--- src/rtl/vend_ctrl.sv ---
// vend_ctrl: vending transaction sequencer (cart, payment, change, display mode)
// Optional VEND_CTRL_DISCOUNT_EN: 12.5% off carts of 10+ items on entry to PAY.
module vend_ctrl #(
  parameter int PAY_TIMEOUT = 1000,
  parameter int HOLD_CYCLES = 500
) (
  input  logic       clk,
  input  logic       rst,
  input  logic [3:0] price,
  input  logic [3:0] num,
  input  logic       btn_add,
  input  logic       btn_pay,
  input  logic       btn_cancel,
  input  logic       coin_valid,
  input  logic [3:0] coin_amt,
  output logic [7:0] cur_unit_price,
  output logic [3:0] total_num,
  output logic [7:0] total_price,
  output logic [7:0] paid,
  output logic [7:0] change,
  output logic [1:0] disp_mode,
  output logic       dispense,
  output logic       err
);
  typedef enum logic [2:0] {IDLE, SHOP, PAY, CHANGE, DONE} state_t;
  state_t state;
  logic [3:0] price_q, num_q;
  logic [15:0] cnt;
  logic refund;
  logic [7:0] prod, paid_new, refund_amt, pay_price;
  logic [4:0] num_sum;
  logic [8:0] price_sum, coin_sum;
  logic add_ok, timeout;
  always_comb begin
    prod = {4'd0, price} * {4'd0, num};
    num_sum = {1'b0, total_num} + {1'b0, num};
    price_sum = {1'b0, total_price} + {1'b0, prod};
    add_ok = num != 4'd0 && price != 4'd0 && num_sum <= 5'd15 && !price_sum[8];
    coin_sum = {1'b0, paid} + {5'd0, coin_amt};
    paid_new = coin_sum[8] ? 8'hff : coin_sum[7:0];
    refund_amt = coin_valid ? paid_new : paid;
    timeout = cnt == 16'(PAY_TIMEOUT - 1);
`ifdef VEND_CTRL_DISCOUNT_EN
    pay_price = total_num >= 4'd10 ? total_price - {3'd0, total_price[7:3]} : total_price;
`else
    pay_price = total_price;
`endif
  end
  always_ff @(posedge clk or negedge rst) begin
    if (!rst) begin
      state <= IDLE;
      price_q <= '0;
      num_q <= '0;
      cnt <= '0;
      refund <= 1'b0;
      cur_unit_price <= '0;
      total_num <= '0;
      total_price <= '0;
      paid <= '0;
      change <= '0;
      disp_mode <= '0;
      dispense <= 1'b0;
      err <= 1'b0;
    end else begin
      cur_unit_price <= prod;
      price_q <= price;
      num_q <= num;
      dispense <= 1'b0;
      err <= 1'b0;
      case (state)
        IDLE, SHOP: begin
          if (price != price_q || num != num_q) disp_mode <= 2'd0;
          if (btn_cancel) begin
            if (state == SHOP) begin
              state <= IDLE;
              total_num <= '0;
              total_price <= '0;
              disp_mode <= 2'd0;
            end
          end else if (coin_valid) err <= 1'b1;
          else if (btn_pay) begin
            if (state == SHOP) begin
              state <= PAY;
              paid <= '0;
              cnt <= '0;
              disp_mode <= 2'd2;
              total_price <= pay_price;
            end else err <= 1'b1;
          end else if (btn_add) begin
            if (add_ok) begin
              total_num <= num_sum[3:0];
              total_price <= price_sum[7:0];
              disp_mode <= 2'd1;
              state <= SHOP;
            end else err <= 1'b1;
          end
        end
        PAY: begin
          // a cancel, or a timeout with no coin this cycle, refunds everything inserted
          if (btn_cancel || (!coin_valid && timeout)) begin
            state <= CHANGE;
            change <= refund_amt;
            total_num <= '0;
            total_price <= '0;
            refund <= 1'b1;
          end else if (coin_valid) begin
            paid <= paid_new;
            cnt <= '0;
            if (paid_new >= total_price) begin
              change <= paid_new - total_price;
              refund <= 1'b0;
              state <= CHANGE;
            end
          end else cnt <= cnt + 16'd1;
        end
        CHANGE: begin
          err <= coin_valid;
          dispense <= !refund;
          disp_mode <= 2'd3;
          cnt <= '0;
          state <= DONE;
        end
        DONE: begin
          err <= coin_valid;
          if (cnt == 16'(HOLD_CYCLES - 1)) begin
            state <= IDLE;
            total_num <= '0;
            total_price <= '0;
            paid <= '0;
            change <= '0;
            disp_mode <= 2'd0;
            refund <= 1'b0;
          end else cnt <= cnt + 16'd1;
        end
        default: state <= IDLE;
      endcase
    end
  end
endmodule
--- config.mk ---
export PLATFORM = sky130hd
export DESIGN_NAME = vend_ctrl
export DESIGN_NICKNAME = d
export VERILOG_FILES = /design/src/rtl/vend_ctrl.sv
export SDC_FILE = /design/constraint.sdc
export NUM_CORES = 1
export LEC_CHECK = 0
export BUFFER_PORTS_ARGS = -buffer_cell sky130_fd_sc_hd__buf_2
export CORE_UTILIZATION = 52
export CTS_BUF_LIST = sky130_fd_sc_hd__clkbuf_16
export DETAILED_ROUTE_END_ITERATION = 12
export GPL_TIMING_DRIVEN = 0
export PLACE_DENSITY = 0.75
export SLEW_MARGIN = 20
export SYNTH_ARGS = -nofsm -noshare
export SYNTH_HDL_FRONTEND = slang
export SYNTH_SLANG_ARGS = --single-unit
--- constraint.sdc ---
create_clock -name clk -period 9.8 [get_ports clk]
set_input_delay 1.96 -clock clk [delete_from_list [all_inputs] [get_ports clk]]
set_output_delay 1.96 -clock clk [all_outputs]
set_load 0.01 [all_outputs]
# ---- Yosys cells after proc, flatten, opt, wreduce, memory -nomap -nowiden
# Index checks and enable logic that the tools add are counted.
# Widths: inputs -> output; s select.
dict set report classes {
  addsub 5
  mul 1
  magnitude_cmp 2
  n_eq_ne 26
  n_mux 72
  n_reduce_logical 24
}
# op count
set op_table {}
lappend op_table {{$mux 8} 17}
lappend op_table {{$mux 16} 7}
lappend op_table {{$pmux 16 s4} 1}
lappend op_table {{$pmux 8 s3} 2}
lappend op_table {{$mux 3} 11}
lappend op_table {{$mux 4} 8}
lappend op_table {{$ne 3x3->1 const B} 8}
lappend op_table {{$mux 2} 9}
lappend op_table {{$add 16x1->16 const B} 1}
lappend op_table {{$eq 16x10->1 const B} 1}
lappend op_table {{$eq 16x9->1 const B} 1}
lappend op_table {{$ne 2x2->1 const B} 8}
lappend op_table {{$pmux 8 s2} 1}
lappend op_table {{$reduce_and 8->1} 2}
lappend op_table {{$reduce_and 7->1} 2}
lappend op_table {{$pmux 3 s4} 1}
lappend op_table {{$pmux 4 s3} 1}
lappend op_table {{$reduce_bool 4->1} 3}
lappend op_table {{$mux 1} 11}
lappend op_table {{$add 8x4->9} 1}
lappend op_table {{$add 8x8->9} 1}
lappend op_table {{$ge 8x8->1} 1}
lappend op_table {{$mul 4x4->8} 1}
lappend op_table {{$ne 4x4->1} 2}
lappend op_table {{other kinds (18)} 29}
dict set report word_totals {
  regBits 68
  in_bits 18
  output_inout_bits 40
  wordCells 143
}

# ---- Depth between registers and ports, before layout
dict set report logic_depth {
  word_depth 10
  depth_mapped 17
  mapped_depth_nobuf 16
}

# ---- Worst setup path after synthesis
# Ideal clock, no wire load.
dict set report synth_path {
  path_type {in2reg}
  start {in num[3]}
  end {reg total_num[2]}
  setup_ns 0.125
  arrival_time_ns 6.008
  required_time_ns 9.675
  path_slack_ns 3.667
  stages 17
  n_path_buf 1
  path_cell_list {nand2_1 > fa_1 > inv_1 > fa_1 > ha_1 > a21o_1 > a21oi_1 > o21bai_1 > a21oi_1 > xnor2_1 > ha_1 > a211o_1 > a2111oi_2 > and4bb_2 > o311ai_2 > buf_6 > mux2_4}
}
dict set report synth_between {
  elab_chain_cells 6
  elab_cells_between_ends 11
  classes_between {add/sub: 2; mul: 1; order compare: 1; eq/ne: 1; reduce/logical: 6}
}
# element line
set synth_lines {}
lappend synth_lines {{start: declaration} 10} ;# input logic [3:0] num,
lappend synth_lines {{$mul 4x4->8} 35} ;# prod = {4'd0, price} * {4'd0, num};
lappend synth_lines {{named net prod[7]} 30} ;# logic [7:0] prod, paid_new, refund_amt, pay_price;
lappend synth_lines {{$add 8x8->9} 37} ;# price_sum = {1'b0, total_price} + {1'b0, prod};
lappend synth_lines {{$logic_not 1->1} 38} ;# add_ok = num != 4'd0 && price != 4'd0 && num_sum <= 5'd15 && !price_sum[8];
lappend synth_lines {{$logic_and 1x1->1} 38}
lappend synth_lines {{$ne 3x3->1 (no source line)} --}
lappend synth_lines {{$reduce_and 8->1 (no source line)} --}
lappend synth_lines {{end signal: assignment} 91} ;# total_num <= num_sum[3:0];
lappend synth_lines {{end: declaration} 17} ;# output logic [3:0] total_num,
# The timed path passes the listed nets, and every way through them passes these cells.
# A chain may end at the register's enable or synchronous reset.

# ---- Worst setup path in the final report
dict set report layout_path {
  start {in num[3]}
  end {reg total_price[6]}
}
dict set report layout_between {
  elab_cells_between_ends 17
  classes_between {add/sub: 2; mul: 1; order compare: 1; eq/ne: 1; mux: 6; reduce/logical: 6}
}
# element line
set layout_lines {}
lappend layout_lines {{$mul 4x4->8} 35}
lappend layout_lines {{named net prod[7]} 30}
lappend layout_lines {{$add 8x8->9} 37}
lappend layout_lines {{$logic_not 1->1} 38}
lappend layout_lines {{$logic_and 1x1->1} 38}
lappend layout_lines {{$ne 3x3->1 (no source line)} --}
lappend layout_lines {{$reduce_and 8->1 (no source line)} --}
lappend layout_lines {{end signal: assignment} 87} ;# total_price <= pay_price;
lappend layout_lines {{end signal: assignment} 92} ;# total_price <= price_sum[7:0];
lappend layout_lines {{end: declaration} 18} ;# output logic [7:0] total_price,
# The timed path passes the listed nets, and every way through them passes these cells. The select of a mux whose other input is x is not followed.

==> run_results.csv <==
group,metric,value,unit
detailed_routing,via_per_inst,6.027,
clocking,clock_sinks,68,
timing,final_max_slew_viol_count,0,
timing,period_share,66.18,%
clocking,cts.reportedPaths.clkPinSlew,0.06,ns
setup_path,start_kind,"input port",
setup_path,worstSetupEndpointType,"flop",
logic_synthesis,synth_area_per_cell,9.371,um^2
logic_synthesis,ys.flop_type,"dfrtp_1",
clocking,cts_buffer_depth,2,
placement,port_buffers,57,
clocking,cts_tree,"done",
clocking,cts_made_buffers,9,
timing,min_period,6.486,ns
logic_synthesis,synth_cells,519,
clocking,postCtsSetupRepairBufs,0,
power,leakagePower,2.703,nW
global_routing,grt_max_degree,51,
setup_path,arrival,6.70,ns
die,fp.dieH,98.71,um
setup_path,critPathKind,"input port to flop",
logic_synthesis,synth_area,4863,um^2
logic_synthesis,ys_async_sr_fraction,100.0,%
cells_and_area,antenna_cells,0,
placement,place_hpwl,8722,um
detailed_routing,dr.pass1.iters,5,
setup_path,slowest_delay,0.53,ns
timing,fin_worst_skew,0.005648,ns
timing,setup_tns,0,ns
logic_synthesis,yosysSeqAreaShare,34.99,%
placement,gp_congestion,0.8880,
clocking,ctsHoldBuffers,0,
logic_synthesis,ys.warnings.count,0,
timing,setup_viol,0,
detailed_routing,drtAntennaViolNets,0,
timing,rsz0062_at_grt,"no",
timing,max_slew_margin,40.93,%
die,fp.dieW,98.71,um
timing,report.final.hold_viol_count,0,
timing,tightestPinTransition,0.8793,ns
global_routing,grt_pass1_wl,19750,um
global_routing,grt_pass1_vias,4129,
power,p_seq_share,24.6,%
logic_synthesis,synth.distinct_cells,66,
power,swShare,41.31,%
timing,max_freq,154.2,MHz
cells_and_area,drive_gt1_share,17.20,%
setup_path,crit_required,10.01,ns
cells_and_area,fin_nets,651,
logic_synthesis,synth_edf_count,0,
detailed_routing,wl,11790,um
min_path,hold_class,"flop to flop",
die,io_pins,58,
detailed_routing,wl_per_cell,16.82,um
setup_path,cp_slowest_cell,"fa_1",
clocking,cts.repair.resized,0,
cells_and_area,synthToLayoutAreaGrowth,15.87,%
power,powerDensity,284.4,nW/um^2
cells_and_area,final_common_cell,"dfrtp_1",
power,comb_power_share,53.8,%
timing,whs,0.4184,ns
logic_synthesis,synth_fp_nets,582,
global_routing,antenna_found_initial,0,
clocking,htreeDepth,3,
global_routing,grt-ovfl-total,0,
detailed_routing,drtIter0Drc,215,
detailed_routing,vias,4225,
setup_path,cp_cell_sequence,"buf_2, nand2_1, fa_1, inv_1, fa_1, ha_1, a21o_1, a21oi_1, o21bai_1, a21oi_1, xnor2_1, ha_1, a211o_1, a2111oi_2, and4bb_2, o311ai_2, buf_6, mux2_4",
run_status,status,"finished, final reports clean",
cells_and_area,final_cell_mix,"68 x dfrtp_1, 59 x buf_2, 44 x nor2_1",
logic_synthesis,ys_ff_latch,68,
setup_path,critPathBufInv,3,
global_routing,gr-usage-all-layers,25.62,%
die,row_count,34,
die,coreArea,8891,um^2
setup_path,path_max_fanout,10,
power,cellInternalPower,0.9406,mW
die,initial_utilization,54.70,%
power,switching_power,0.6621,mW
clocking,root_buffer,"clkbuf_16",
die,die_area,9744,um^2
setup_path,critical-path-top-delay-family,"compound AO/OA/AOI/OAI gates",
detailed_routing,route.detailed.drc,0,
power,peakVddDrop,0.0001276,V
power,pwr-share-clk,21.6,%
clocking,clk_latency,0.33,ns
job,cap_viol_max_count,0,
cells_and_area,fillers,717,
[metrics by stage]
step	util (%)	area, um^2	cells	total power [mW]	setup slack, ns
2_1_floorplan	-	4863	519	1.021	3.667
3_3_place_gp	59.43	5284	684	1.214	3.154
3_5_place_dp	59.77	5314	685	1.245	2.976
4_1_cts	63.33	5630	701	1.597	3.300
5_1_grt	63.38	5635	701	1.717	3.109
6_report	63.38	5635	701	1.603	3.314
[sequential cells by signal, summed over array words and instances, names as in the netlist]
name / count
cnt: 16
change: 8
cur_unit_price: 8
paid: 8
total_price: 8
num_q: 4
price_q: 4
total_num: 4
state: 3
disp_mode: 2
dispense: 1
err: 1
refund: 1
[synth_stat cells (8+ instances only)]
library cell	instances	area, um^2
dfrtp_1	68	1702
nor2_1	44	165.2
nand2_1	41	153.9
ha_1	37	462.9
xnor2_1	37	324.1
inv_1	34	127.6
a21oi_1	26	130.1
o21ai_0	22	110.1
nor3_1	17	85.08
mux2i_1	14	140.1
and2_1	12	75.07
nand3_1	12	60.06
clkbuf_1	10	37.54
nor4_1	10	62.56
a21o_1	8	60.06
fa_1	8	160.2
nand2b_1	8	50.05
nand4_1	8	50.05
[worst paths after layout]
kind                         start              to  slack [ns]  depth (start not counted)
setup / recovery            num[3]  total_price[6]        3.31                         18
hold / removal              refund        dispense        0.42                          1
setup reg to reg           paid[0]       change[1]        5.98                         14
hold reg to reg             refund        dispense        0.42                          1
max in group asynchronous      rst  total_price[6]        7.76                          2
min in group asynchronous      rst         paid[4]        1.51                          1
[worst reg2reg max path: stages (launching register included)]
cell	delay [ns]
dfrtp_1	0.39
ha_1	0.20
inv_1	0.06
fa_1	0.40
nand2b_1	0.22
a21oi_1	0.36
a21oi_1	0.18
ha_1	0.25
fa_1	0.41
nor2b_1	0.22
o31ai_1	0.11
a31oi_1	0.23
o221ai_2	0.19
buf_2	0.25
a22o_1	0.24
[kinds of logic (layout without fill, tap and decap cells)]
family	Yosys count	after routing	share of synthesized area [%]
AO/OA/AOI/OAI	104	104	15.05
XOR/XNOR	39	39	7.023
buffers and inverters	51	125	4.245
AND/OR/NAND/NOR	187	187	20.14
flip-flops	68	68	34.99
adder cells (fa/ha/maj)	45	45	12.81
multiplexers	25	25	5.737
[power groups by stage]
stage	Clock [mW]	Sequential [mW]	Combinational [mW]
after floorplan	0	0.413	0.608
after global placement	0	0.395	0.818
after detailed placement	0	0.398	0.846
after CTS	0.351	0.395	0.852
after global routing	0.362	0.403	0.951
final	0.347	0.394	0.862
[metal layers]
| metal | up-vias | global-route usage [%] | wire, um |
|---|---|---|---|
| li1 | 1987 | - | - |
| met3 | 21 | 3.121 | 584 |
| met2 | 151 | 42.96 | 5750 |
| met1 | 2066 | 34.00 | 5245 |
| met5 | - | 0 | 0 |
| met4 | 0 | 9.989 | 212 |
[layout make-up]
class	count	area, um^2	share of cell area, %
buffer	17	78.83	1.399
clock buffer	9	225.2	3.996
clock inverter	7	91.34	1.621
inverter	34	127.6	2.265
multi-input combinational	400	2960	52.53
sequential	68	1702	30.20
tap	108	135.1	2.398
timing repair buffer	58	315.3	5.595
(Power assumes the default switching activity.)
